`src/rtl/counter_pkg.sv`:
```
// rtl/counter_pkg.sv - shared constants for the display-path digit counters
package counter_pkg;

  localparam int SEC_ONES    = 10;
  localparam int SEC_TENS    = 6;
  localparam int MIN_ONES    = 10;
  localparam int COUNT_WIDTH = 4;

endpackage

```
`src/rtl/rise_detect.sv`:
```
// rtl/rise_detect.sv - rising-edge detector for clock-synchronous pulse inputs
module rise_detect (
  input  logic clock,
  input  logic resetn,
  input  logic in,
  output logic rise
);

  logic prev_pulse;

  // History resets high so a level already high at reset release is not an edge.
  always_ff @(posedge clock or negedge resetn) begin
    if (!resetn) begin
      prev_pulse <= 1'b1;
    end else begin
      prev_pulse <= in;
    end
  end

  assign rise = in & ~prev_pulse;

endmodule

```
`src/rtl/mod_up_counter.sv`:
```
// rtl/mod_up_counter.sv - modulo-N up-counter with carry pulse and clamped preset
module mod_up_counter
  import counter_pkg::*;
#(
  parameter int MODULUS = 6,
  parameter int WIDTH   = COUNT_WIDTH
) (
  input  logic             clock,
  input  logic             resetn,
  input  logic             enable,
  input  logic             in_pulse,
  input  logic             load,
  input  logic [WIDTH-1:0] load_value,
  output logic             out_pulse,
  output logic [WIDTH-1:0] cur_value
);

  localparam logic [WIDTH-1:0] MAX_VAL = WIDTH'(MODULUS - 1);

  logic             rise;
  logic [WIDTH-1:0] next_value;
  logic             next_pulse;

  rise_detect u_rise_detect (
    .clock  (clock),
    .resetn (resetn),
    .in     (in_pulse),
    .rise   (rise)
  );

  // Load outranks counting, so an edge coincident with a preset is consumed.
  always_comb begin
    next_value = cur_value;
    next_pulse = 1'b0;
    if (load) begin
      next_value = (load_value > MAX_VAL) ? MAX_VAL : load_value;
    end else if (enable && rise) begin
      if (cur_value == MAX_VAL) begin
        next_value = '0;
        next_pulse = 1'b1;
      end else begin
        next_value = cur_value + WIDTH'(1);
      end
    end
  end

  always_ff @(posedge clock or negedge resetn) begin
    if (!resetn) begin
      cur_value <= '0;
      out_pulse <= 1'b0;
    end else begin
      cur_value <= next_value;
      out_pulse <= next_pulse;
    end
  end

endmodule

```
`config.mk`:
```
export PLATFORM = sky130hd
export DESIGN_NAME = mod_up_counter
export DESIGN_NICKNAME = d
export VERILOG_FILES = /design/src/rtl/counter_pkg.sv /design/src/rtl/rise_detect.sv /design/src/rtl/mod_up_counter.sv
export SDC_FILE = /design/constraint.sdc
export NUM_CORES = 1
export LEC_CHECK = 0
export CAP_MARGIN = 20
export CORE_AREA = 2 2 39 41
export CTS_BUF_LIST = sky130_fd_sc_hd__clkbuf_4
export DETAILED_ROUTE_END_ITERATION = 7
export DIE_AREA = 0 0 41 43
export DONT_BUFFER_PORTS = 1
export GPL_TIMING_DRIVEN = 0
export PLACE_DENSITY = 0.47
export SYNTH_ARGS = -nofsm -noshare
export SYNTH_HDL_FRONTEND = slang
export SYNTH_SLANG_ARGS = --single-unit
```
`constraint.sdc`:
```
create_clock -name clock -period 1.2 [get_ports clock]
set_input_delay 0.12 -clock clock [delete_from_list [all_inputs] [get_ports clock]]
set_output_delay 0.12 -clock clock [all_outputs]
set_load 0.005 [all_outputs]
```
==> flow_metrics.tcl <==
set metrics [dict create \
    cp-end-kind "flop" \
    hpwl_um 552 \
    cts-buffers-inserted 3 \
    core_um2 1380 \
    pwr-share-comb_pct 11.3 \
    rows 14 \
    synth_top_family_by_area "simple AND/OR/NAND/NOR gates" \
    drv_slew 0 \
    seqPwrFrac_pct 44.9 \
    root_buffer "clkbuf_4" \
    drt_iter0_markers 8 \
    timing.rr.end "cur_value[3]" \
    grt_antenna_before_repair 0 \
    drt-total-wl_um 855 \
    ir_worst_vdd_mv 0.564 \
    boundaryPins 14 \
    layout.cells.most_common_list "nand3_1 (4), clkbuf_4 (4), dfrtp_1 (3), dlygate4sd3_1 (3)" \
    final_cells 54 \
    clock_sinks 6 \
    tightest_slew_ns 0.403 \
    synthCells 31 \
    synthToLayoutAreaGrowth_pct 33.6 \
    hold_path_class "input pin to flop" \
    finalCritPeriodShare_pct 96.5 \
    grt_start_max_net_pins 8 \
    yosysSeqAreaShare_pct 48.4 \
    fin_setup_tns_ns 0 \
    slew_headroom_pct 72.4 \
    critPathLaunchType "flop" \
    maxCapViolations 0 \
    layout_setup_ws_ns 0.0417 \
    grt_pass1_wl_mm 1.24 \
    htreeDepth 1 \
    criticalPathCategory "flop to flop" \
    vias_per_cell 5.26 \
    dr_total_vias 284 \
    synth-simple-area-share_pct 28.8 \
    portBuffers 0 \
    min-delay-start "load_value[1]" \
    layout-drive-gt1-share_pct 34.2 \
    critPathRequiredTime_ns 1.39 \
    avgSynthCellArea_um2 10.1 \
    ys_warn_count 0 \
    clk_latency_ns 0.26 \
    switchingPower_mw 0.138 \
    fin_worst_skew_ns 0.00900 \
    grt_use_total_pct 11.7 \
    fin_crit_ns 1.16 \
    fin_nets 48 \
    pre_cts_ws_ns -0.0323 \
    wire_per_inst_um 15.8 \
    synth.cell_area_um2 313 \
    pwr-share-clk_pct 43.9 \
    synthXorXnorAreaFrac_pct 2.80 \
    holdWs_ns 0.0470 \
    synthesis.nets 40 \
    die_w_um 41 \
    die_area_um2 1760 \
    synth_seq_cells 6 \
    drc 0 \
    synthAdderAreaFrac_pct 0 \
    n_antenna_cell 0 \
    hold_viol 0 \
    power_density_nw_per_um2 1290 \
    hold_depth 2 \
    start_util_pct 22.6 \
    ant_nets 0 \
    cp_max_fo 6 \
    post_synth_mux_area_share_pct 0 \
    p_int_mw 0.400 \
    first_pass_iters 4 \
    outcome "complete, no violations" \
    r2r_start "cur_value[0]" \
    r2r_slack_ns 0.04 \
    ys_types 20 \
    tritoncts "yes" \
    routabilityCongestion 0.719 \
    die_h_um 43 \
    fmax_mhz 863 \
    synth_compound_area_share_pct 18.8 \
    r2r_cells 3 \
    clk_pin_slew_worst_paths_ns 0.05 \
    place_inst 47 \
    holdPathEnd "cur_value[1]" \
    clockBufferDepth 2 \
    finalSetupViolCount 0 \
    switching_share_pct 25.7 \
    grt_overflow 0 \
    p_leak_nw 0.166 \
    cts_setup_buffers 0 \
    finalPower_mw 0.539 \
    arrival_ns 1.35 \
    grt_pass1_vias 278 \
]
[cells by family (layout without fill, tap and decap cells)]
| logic type | count (synthesis) | count (layout) |
|---|---|---|
| and+or+nand+nor | 14 | 14 |
| AOI/OAI and AO/OA | 9 | 9 |
| DFF | 6 | 6 |
| xor gates and xnor gates | 1 | 1 |
| buffers and inverters | 1 | 8 |
[sequential cells by signal, indices dropped and copies added (netlist names)]
register / flops
u_rise_detect.prev_pulse: 1
cur_value: 4
out_pulse: 1
[timing repair]
| action | CTS | global route |
|---|---|---|
| hold buffers | 3 | 0 |
| gates resized for setup | 1 | 5 |
| hold endpoints to repair | 10 | 0 |
| cloned | 0 | 0 |
| pin swaps | 0 | 1 |
| setup endpoints to repair | 1 | 2 |
[synthesized netlist by cell type]
cell	count	share of area, %
a21oi_1	3	4.8
nand2_1	1	1.2
nor2_1	2	2.4
or3_1	1	2.0
o21ai_0	1	1.6
nor4_1	1	2.0
nand4b_2	1	4.8
nand3_1	4	6.4
and4b_2	1	3.6
inv_1	1	1.2
xor2_1	1	2.8
dfrtp_1	5	40
o21a_1	1	2.4
a2111oi_0	1	2.8
nand2b_1	2	4.0
nand3b_1	1	2.4
a31oi_1	1	2.0
dfstp_2	1	8.4
a31o_2	1	2.8
o31ai_1	1	2.4
[layer usage]
metal	vias to the layer above	track usage, %	wire length (um)
li1	133	-	-
met1	134	14.3	342
met2	15	14.1	427
met3	2	7.85	72
met4	0	8.00	13
met5	-	0	0
[metrics by stage]
stage / util, % / instance area, um2
2_1_floorplan: - / 313
3_3_place_gp: 24.1 / 333
3_5_place_dp: 24.1 / 333
4_1_cts: 28.5 / 394
5_1_grt: 30.2 / 418
6_report: 30.2 / 418
[how the worst max path moves through the flow]
stage | from | end | depth (start not counted)
final | cur_value[0] | cur_value[3] | 3
after global routing | cur_value[0] | cur_value[3] | 3
after CTS | u_rise_detect.prev_pulse | cur_value[3] | 3
after detailed placement | cur_value[0] | cur_value[3] | 3
after global placement | cur_value[0] | cur_value[3] | 3
after floorplan | cur_value[0] | cur_value[3] | 3
[layout make-up]
type / instances / area, um2
multi-input combinational: 24 / 180
fill: 145 / 966
clock buffer: 4 / 30.0
tap: 16 / 20.0
sequential: 6 / 154
inverter: 1 / 3.75
timing repair buffer: 3 / 30.0
[critical path: stages (launching register included)]
cell,delay (ns)
dfrtp_2,0.44
nand4b_4,0.14
or3_4,0.39
a21oi_2,0.13
[power by group through the flow]
stage | registers (mW) | clock network, mW | logic, mW
3_3_place_gp | 0.242 | 0 | 0.0401
4_1_cts | 0.239 | 0.242 | 0.0546
2_1_floorplan | 0.236 | 0 | 0.0360
3_5_place_dp | 0.242 | 0 | 0.0412
5_1_grt | 0.243 | 0.270 | 0.0687
6_report | 0.242 | 0.236 | 0.0608
Power figures use the tool's default switching activity.
